<file path="config.mk">
export PLATFORM = sky130hd
export DESIGN_NAME = memory_access_ctrl
export DESIGN_NICKNAME = d
export VERILOG_FILES = /design/src/rtl/memory_access_ctrl.sv
export SDC_FILE = /design/constraint.sdc
export NUM_CORES = 1
export LEC_CHECK = 0
export ABC_AREA = 1
export CELL_PAD_IN_SITES_DETAIL_PLACEMENT = 1
export CELL_PAD_IN_SITES_GLOBAL_PLACEMENT = 1
export CORE_MARGIN = 8
export CORE_UTILIZATION = 36
export CTS_BUF_LIST = sky130_fd_sc_hd__clkbuf_8
export DETAILED_ROUTE_END_ITERATION = 8
export GPL_TIMING_DRIVEN = 0
export HOLD_SLACK_MARGIN = 0.05
export PLACE_DENSITY_LB_ADDON = 0.1
export REMOVE_ABC_BUFFERS = 1
export SYNTH_ARGS = -nofsm -noshare
export SYNTH_HDL_FRONTEND = slang
export SYNTH_SLANG_ARGS = --single-unit
</file>
<file path="constraint.sdc">
create_clock -name clk -period 1.7 [get_ports clk]
set_input_delay 0.34 -clock clk [delete_from_list [all_inputs] [get_ports clk]]
set_output_delay 0.34 -clock clk [all_outputs]
set_load 0.03 [all_outputs]
</file>
<file path="src/rtl/memory_access_ctrl.sv">
// Purpose : initiator-side sequencer for a single-port cs/en memory; read/write requests in,
//           read data out, plus a self-timed sweep writing INIT_VALUE to every location.
// Latency : write reaches memory 1 cycle after acceptance; rsp_valid is high in the 3rd cycle after a read is accepted.
// Backpr. : one request in flight; req_ready is low outside IDLE; rsp_valid/rsp_rdata hold until rsp_ready.
//
// Ports
//   clk, rst_n                         clock (rising edge), asynchronous active-low reset
//   req_valid/req_ready                request handshake; req_write selects write (1) or read (0)
//   req_addr, req_wdata                request address and write data, captured on acceptance
//   rsp_valid/rsp_ready, rsp_rdata     read response handshake and data
//   init_start, init_busy, init_done   sweep start (honoured in IDLE only), running flag, completion pulse
//   mem_cs, mem_en, mem_addr, mem_din  registered memory controls (en: 1 = write, 0 = read)
//   mem_q                              memory read data, valid while cs & ~en
module memory_access_ctrl #(
  parameter int                ADDR_W     = 4,
  parameter int                DATA_W     = 8,
  parameter logic [DATA_W-1:0] INIT_VALUE = '0
) (
  input  logic              clk,
  input  logic              rst_n,
  input  logic              req_valid,
  output logic              req_ready,
  input  logic              req_write,
  input  logic [ADDR_W-1:0] req_addr,
  input  logic [DATA_W-1:0] req_wdata,
  output logic              rsp_valid,
  input  logic              rsp_ready,
  output logic [DATA_W-1:0] rsp_rdata,
  input  logic              init_start,
  output logic              init_busy,
  output logic              init_done,
  output logic              mem_cs,
  output logic              mem_en,
  output logic [ADDR_W-1:0] mem_addr,
  output logic [DATA_W-1:0] mem_din,
  input  logic [DATA_W-1:0] mem_q
);

  typedef enum logic [2:0] {
    S_IDLE,
    S_WR,
    S_RD1,
    S_RD2,
    S_RSP,
    S_INIT
  } state_t;

  localparam logic [ADDR_W-1:0] LAST_ADDR = '1;

  state_t            state;
  state_t            state_nxt;
  logic [ADDR_W-1:0] cnt;
  logic [ADDR_W-1:0] cnt_nxt;
  logic              cs_nxt;
  logic              en_nxt;
  logic [ADDR_W-1:0] addr_nxt;
  logic [DATA_W-1:0] din_nxt;
  logic [DATA_W-1:0] rdata_nxt;
  logic              done_nxt;
  logic              accept;

  // init_start takes priority, so it masks req_ready in the same cycle.
  assign req_ready = (state == S_IDLE) && !init_start;
  assign accept    = req_valid && req_ready;
  assign init_busy = (state == S_INIT);

  // State register together with the registered memory/response outputs.
  // Every output register is loaded with the value belonging to the state
  // being entered, so the outputs line up exactly with the state they describe.
  always_ff @(posedge clk or negedge rst_n) begin
    if (!rst_n) begin
      state     <= S_IDLE;
      cnt       <= '0;
      mem_cs    <= 1'b0;
      mem_en    <= 1'b0;
      mem_addr  <= '0;
      mem_din   <= '0;
      rsp_valid <= 1'b0;
      rsp_rdata <= '0;
      init_done <= 1'b0;
    end else begin
      state     <= state_nxt;
      cnt       <= cnt_nxt;
      mem_cs    <= cs_nxt;
      mem_en    <= en_nxt;
      mem_addr  <= addr_nxt;
      mem_din   <= din_nxt;
      rsp_valid <= (state_nxt == S_RSP);
      rsp_rdata <= rdata_nxt;
      init_done <= done_nxt;
    end
  end

  // Next-state and next-output logic. Defaults describe the quiet IDLE bus.
  always_comb begin
    state_nxt = state;
    cnt_nxt   = cnt;
    cs_nxt    = 1'b0;
    en_nxt    = 1'b0;
    addr_nxt  = '0;
    din_nxt   = '0;
    rdata_nxt = rsp_rdata;
    done_nxt  = 1'b0;

    case (state)
      S_IDLE: begin
        if (init_start) begin
          // First sweep cycle drives address cnt, which is 0 here.
          state_nxt = S_INIT;
          cs_nxt    = 1'b1;
          en_nxt    = 1'b1;
          addr_nxt  = cnt;
          din_nxt   = INIT_VALUE;
        end else if (accept) begin
          cs_nxt   = 1'b1;
          addr_nxt = req_addr;
          if (req_write) begin
            state_nxt = S_WR;
            en_nxt    = 1'b1;
            din_nxt   = req_wdata;
          end else begin
            state_nxt = S_RD1;
          end
        end
      end

      S_WR: begin
        state_nxt = S_IDLE;
      end

      S_RD1: begin
        // Memory loads its output register at the end of RD1; keep the
        // read selected through RD2 because mem_q is gated by cs & ~en.
        state_nxt = S_RD2;
        cs_nxt    = 1'b1;
        addr_nxt  = mem_addr;
      end

      S_RD2: begin
        state_nxt = S_RSP;
        rdata_nxt = mem_q;
      end

      S_RSP: begin
        if (rsp_ready) begin
          state_nxt = S_IDLE;
        end
      end

      S_INIT: begin
        // mem_addr always equals cnt during the sweep; the counter wraps
        // back to 0 naturally after the last address.
        cnt_nxt = cnt + 1'b1;
        if (cnt == LAST_ADDR) begin
          state_nxt = S_IDLE;
          done_nxt  = 1'b1;
        end else begin
          cs_nxt   = 1'b1;
          en_nxt   = 1'b1;
          addr_nxt = cnt + 1'b1;
          din_nxt  = INIT_VALUE;
        end
      end

      default: begin
        state_nxt = S_IDLE;
      end
    endcase
  end

endmodule

</file>
==> results.txt <==
Residual DRC -> 0
fin. max-slew vios -> 0
vias per cell -> 4.74
drt initial violations -> 30
final WL -> 3700 µm
initial antenna violation count -> 0
Worst Hold Class -> input pin to asynchronous set/reset pin
count leader, synth -> nand2_1
clk slew on worst S/H paths -> 0.07 ns
Mapped Avg Cell Area -> 10.3 µm²
# fillers -> 426
largest family of logic cells by synthesized area -> simple AND/OR/NAND/NOR gates
sequential share of the synthesized area -> 58.2%
Ys Warns -> 0
initial core utilization -> 37.0%
first-pass GRT wire length -> 6340 µm
Post-Synthesis Cell Area -> 1330 µm²
crit end category -> primary output
placeable core region -> 3610 µm²
xor/xnor share of the synthesized area -> 0.657%
setup violators final -> 0
Worst R2R Setup Slack -> 0.33 ns
via count -> 1127
CP bufs+invs -> 1
I/O Buffers -> 51
# H-tree levels -> 2
Synth Area in Simple Gates -> 25.1%
Final nets -> 216
met1 WL -> 1410 µm
final hold vios -> 0
max cap viols -> 0
critical path data required time -> 1.36 ns
total CTS buffers -> 5
largest area contributor in the netlist -> dfrtp_1
met3 wire len -> 352 µm
Core Util, Final -> 55.8%
multi-input gate area in the final layout -> 507 µm²
FF+latch area -> 778 µm²
Critical Path, Cell by Cell -> clkdlybuf4s50_1
vias in the first global route -> 1295
Post-synth top cells -> nand2_1 (34), dfrtp_1 (31), nor2_1 (15)
die width -> 76.9 µm
Final Skew -> 0.00663 ns
Peak VDD IR -> 0.000606 V
setup TNS -> 0 ns
post-synthesis register bit count -> 31
Max Fclk -> 602 MHz
FFs w/ async S/R, synth -> 100%
crit-path leading delay family -> buffers and inverters
CP Data Arrival Time -> 1.32 ns
GRT Total Usage -> 13.5%
relative slew slack -> 53.5%
static leakage -> 1.00 nW
Clock Latency Late Sink -> 0.28 ns
num ports -> 52
CTS tree -> built
RD Place Congestion -> 0.734
First-pass DRT Iterations -> 4
crit share post-route -> 97.7%
Synth Area in Compound Gates -> 1.88%
die footprint -> 5910 µm²
top post-synthesis cells by area -> dfrtp_1 (58%), nand2_1 (9.6%), mux2_4 (9.0%)
Final Power -> 3.33 mW
PwrDens -> 1660 nW/µm²
Post-DRT Antenna Nets -> 0
slowest CP cell -> clkdlybuf4s50_1
Synth Flop Type -> dfrtp_1
Slew @ Worst Pin -> 0.698 ns
grt ovf -> 0
num rows -> 22
Die Y -> 76.9 µm
post-synth top area share -> 58.2%
Crit Path Class -> register to primary output
area grow syn2layout -> 50.8%
# diodes -> 0
Mapped Cells -> 129
EDFF count, synth -> 0
layout cell share with drive strength beyond 1 -> 18.9%
outcome -> finished clean
proportion of synthesized area in mux cells -> 9.01%
top sig layer -> met4
Tmin final -> 1.66 ns
distinct cell type count after synthesis -> 20
Max Buffers Root-to-Sink -> 2
RSZ-0062 raised after global routing -> no
met2 WL -> 1850 µm
Num Clock Sinks -> 31
CP Launch Type -> register
critical-path maximum fanout -> 2
adder-cell share of the synthesized area -> 0.938%
largest stage delay on the critical path -> 0.68 ns
HPWL Detailed -> 2860 µm
routed wire length per instance -> 15.5 µm
largest net degree at the start of global routing -> 32
Root Buffer Master -> clkbuf_8
==> logic make-up after synthesis <==
group,after synthesis
mux,8
flops,31
buf+inv,13
xor+xnor,1
simple gates,70
fa+ha+maj,1
compound gates,5
==> state kept, by name, summed over array words and instances, names as in the netlist <==
name and cells:
mem_en 1, mem_cs 1, mem_addr 4, mem_din 8
init_done 1, rsp_rdata 8, state 3, rsp_valid 1
cnt 4
==> layout by cell type (no fill, tap or decap) <==
master / netlist / layout
nand3_1: 8 / 8
nand4_2: 1 / 1
buf_2: 0 / 1
nor3_2: 1 / 1
clkdlybuf4s50_1: 0 / 43
clkinv_2: 0 / 1
clkbuf_4: 0 / 1
ha_1: 1 / 1
dfrtp_2: 0 / 2
o21ai_1: 1 / 1
dlymetal6s2s_1: 0 / 5
nand2_1: 34 / 34
clkbuf_8: 0 / 5
nand3_2: 1 / 1
xnor2_1: 1 / 1
mux2_4: 8 / 8
nor2_1: 15 / 15
nor2_4: 1 / 2
inv_1: 7 / 9
nor2_2: 4 / 3
inv_2: 4 / 4
o21ai_0: 4 / 4
dfrtp_1: 31 / 29
buf_4: 0 / 5
nand3_4: 1 / 1
nand4_1: 4 / 4
==> stage by stage <==
step,area (µm²),setup slack (ns),cells,hold WS [ns]
after floorplan,1320,0.239,127,0.0444
after global placement,1890,-0.283,226,0.485
after detailed placement,1890,-0.327,226,0.497
after CTS,1970,0.0115,234,0.511
after global routing,2010,0.000492,238,0.153
final,2010,0.0388,238,0.0955
==> cell type report <==
type	instances	share of cell area, %
timing repair buffer	55	27.0
clock buffer	5	3.42
inverter	11	2.05
clock inverter	3	0.622
sequential	31	38.7
tap	48	2.99
multi-input combinational	85	25.2
==> where the power goes <==
part | switching [mW] | internal [mW]
combinational | 0.896 | 0.697
clock | 0.269 | 0.275
sequential | 0.203 | 0.990
==> final timing paths <==
kind / start / to / cells past startpoint
max reg2reg: state[1]$_DFF_PN0_ / state[0]$_DFF_PN0_ / 5
max in group asynchronous: rst_n / state[1]$_DFF_PN0_ / 1
min in group clk: mem_addr[0]$_DFFE_PN0N_ / mem_addr[0]$_DFFE_PN0N_ / 2
max: rsp_rdata[1]$_DFFE_PN0N_ / rsp_rdata[1] / 1
min: rst_n / cnt[0]$_DFFE_PN0N_ / 1
min reg2reg: mem_addr[0]$_DFFE_PN0N_ / mem_addr[0]$_DFFE_PN0N_ / 2
==> per-layer routing <==
layer,vias to the layer above,GRT usage [%]
li1,533,-
met1,542,14.0
met2,44,22.3
met3,8,6.76
met4,0,6.35
met5,-,0
==> timing repair <==
item / in CTS / in global routing
gates resized for setup: 13 / 9
hold buffers: 0 / 0
setup endpoints to repair: 33 / 7
hold endpoints to repair: 0 / 0
gates cloned: 0 / 0
pin swaps: 0 / 1
buffers inserted: 0 / 4
Power figures use the tool's default switching activity.
==> RTL edit: new RTL, same settings <==
`ADDR_W`: 4 -> 5.
--- a/src/rtl/memory_access_ctrl.sv
+++ b/src/rtl/memory_access_ctrl.sv
@@ -12,7 +12,7 @@
 //   mem_cs, mem_en, mem_addr, mem_din  registered memory controls (en: 1 = write, 0 = read)
 //   mem_q                              memory read data, valid while cs & ~en
 module memory_access_ctrl #(
-  parameter int                ADDR_W     = 4,
+  parameter int                ADDR_W     = 5,
   parameter int                DATA_W     = 8,
   parameter logic [DATA_W-1:0] INIT_VALUE = '0
 ) (
Ports: changed (resized mem_addr and req_addr); port bits go from 52 to 54. No check against the original RTL was run, so the function may have changed too.
==> RTL edit against the unedited design <==
Critical endpoint is now mem_addr[3]. Routed wire length shrank 4.4%. Critical path depth is the same. Setup slack got worse by 2.4 ps. Sequential cell count up 2. Synthesized area increased by 0.38%. Power fell by 2.6%. Count of clock-buffer cells in the layout unchanged. Clock power grew 4.6%. Cell area grew 1.8%.
==> RTL edit: results (changes against the unedited design) <==
metric,value,unit,change
clk_lat_worst_skew,280,ps,about the same
routed-via-count,1115,,was 1127
ys_warn_count,0,,unchanged
number_of_global_route_vias_before_repair,1255,,was 1295
rrSetupSlack,180,ps,was 330 ps
ff2ff_path_depth,4,,was 5
port_buffer_count,53,,was 51
finish.cell_count_without_fillers,241,,was 238
peakVddDrop,667.0,µV,was 606.4 µV
syn_inst,130,,was 129
worst_case_clock_skew,5.131,ps,was 6.635 ps
post_synth_num_cell_types,17,,was 20
synth-adder-area-share,1.869,%,was 0.9381%
dp_hpwl,2781,µm,was 2860 µm
dr.pass1.iters,2,,was 4
power_report.internal_total,1.930,mW,was 1.961 mW
tightest_slew,748.3,ps,was 697.7 ps
run_status,"finished, final reports clean",,unchanged
post_synth_xor_area_fraction,1.308,%,was 0.6567%
synth.area.mux_share,6.729,%,was 9.006%
grt_pass1_wl,6058,µm,was 6341 µm
p_sw_share,40.49,%,was 41.10%
initial_antenna_violation_count,0,,unchanged
synthTopCellsByCount,"35 x sky130_fd_sc_hd__nand2_1, 33 x sky130_fd_sc_hd__dfrtp_1, 16 x sky130_fd_sc_hd__inv_1, 14 x sky130_fd_sc_hd__nor2_1, 8 x sky130_fd_sc_hd__mux2_2",,"was 34 x sky130_fd_sc_hd__nand2_1, 31 x sky130_fd_sc_hd__dfrtp_1, 15 x sky130_fd_sc_hd__nor2_1, 8 x sky130_fd_sc_hd__mux2_4, 8 x sky130_fd_sc_hd__nand3_1"
drtIter0Drc,22,,was 30
place_congestion,0.7194,,was 0.7336
synth.top_cells.by_area,"sky130_fd_sc_hd__dfrtp_1 62%, sky130_fd_sc_hd__nand2_1 9.8%, sky130_fd_sc_hd__mux2_2 6.7%",,"was sky130_fd_sc_hd__dfrtp_1 58%, sky130_fd_sc_hd__nand2_1 9.6%, sky130_fd_sc_hd__mux2_4 9.0%"
power.sequential.total,1.23,mW,was 1.19 mW
num_antenna_cells,0,,unchanged
grt_max_degree,34,,was 32
cts_htree_levels,2,,unchanged
share_comb_of_total_power,44.6,%,was 47.8%
dp_slack,-317.4,ps,was -326.7 ps
compound_gate_portion_of_the_synthesized_area,0.9346,%,was 1.876%
dp_cells,231,,was 226
gr-usage-all-layers,12.68,%,was 13.49%
synth_seq_area_share,61.68,%,was 58.16%
post-cts-setup-buffer-count,0,,unchanged
power.static_leakage,0.9758,nW,was 1.003 nW
r2r_end,state[1]$_DFF_PN0_,,was state[0]$_DFF_PN0_
wl,3532,µm,was 3696 µm
layout_worst_path_cycle_share,97.86,%,was 97.72%
layout-drive-gt1-share,16.58,%,was 18.95%
finish.net_count,221,,was 216
dpl-instance-area,0.001924,mm²,was 0.001889 mm²
critical-path-max-stage-delay,690,ps,
timing.hold.ws,104.4,ps,was 95.49 ps
==> RTL edit: cell count changes after synthesis, moves of 3 or more <==
cell,change
sky130_fd_sc_hd__nor2_2,-3
sky130_fd_sc_hd__nand3_1,-4
sky130_fd_sc_hd__o21ai_0,-3
sky130_fd_sc_hd__inv_1,+9
sky130_fd_sc_hd__inv_2,-4
sky130_fd_sc_hd__mux2_2,+8
sky130_fd_sc_hd__mux2_4,-8
==> RTL edit: how the worst max path moves through the flow <==
| stage | start | end |
|---|---|---|
| 3_3_place_gp | rst_n | mem_addr[3]$_DFFE_PN0N_ |
| 5_1_grt | state[0]$_DFF_PN0_ | req_ready |
| 6_report | mem_addr[3]$_DFFE_PN0N_ | mem_addr[3] |
| 3_5_place_dp | init_start | req_ready |
| 4_1_cts | mem_addr[2]$_DFFE_PN0N_ | mem_addr[2] |
| 2_1_floorplan | state[0]$_DFF_PN0_ | req_ready |
==> RTL edit: per-layer routing <==
layer	up-vias	track usage, %	wire [µm]
li1	534	-	-
met5	-	0	0
met4	0	4.717	52
met3	6	5.478	222
met2	29	21.92	1847
met1	546	13.33	1409
==> RTL edit: kinds of logic after synthesis <==
group | count (synthesis)
multiplexers | 8
adder cells (fa/ha/maj) | 2
buffers and inverters | 16
AND/OR/NAND/NOR | 67
flip-flops | 33
AO/OA/AOI/OAI | 2
XOR/XNOR | 2
==> RTL edit: layout make-up <==
| class | instances | area [µm²] |
|---|---|---|
| Fill cell | 413 | 1559 |
| Multi-Input combinational cell | 81 | 473.0 |
| Inverter | 16 | 62.56 |
| Clock buffer | 5 | 68.82 |
| Clock inverter | 3 | 17.52 |
| Timing Repair Buffer | 55 | 538.0 |
| Sequential cell | 33 | 827.0 |
| Tap cell | 48 | 60.06 |
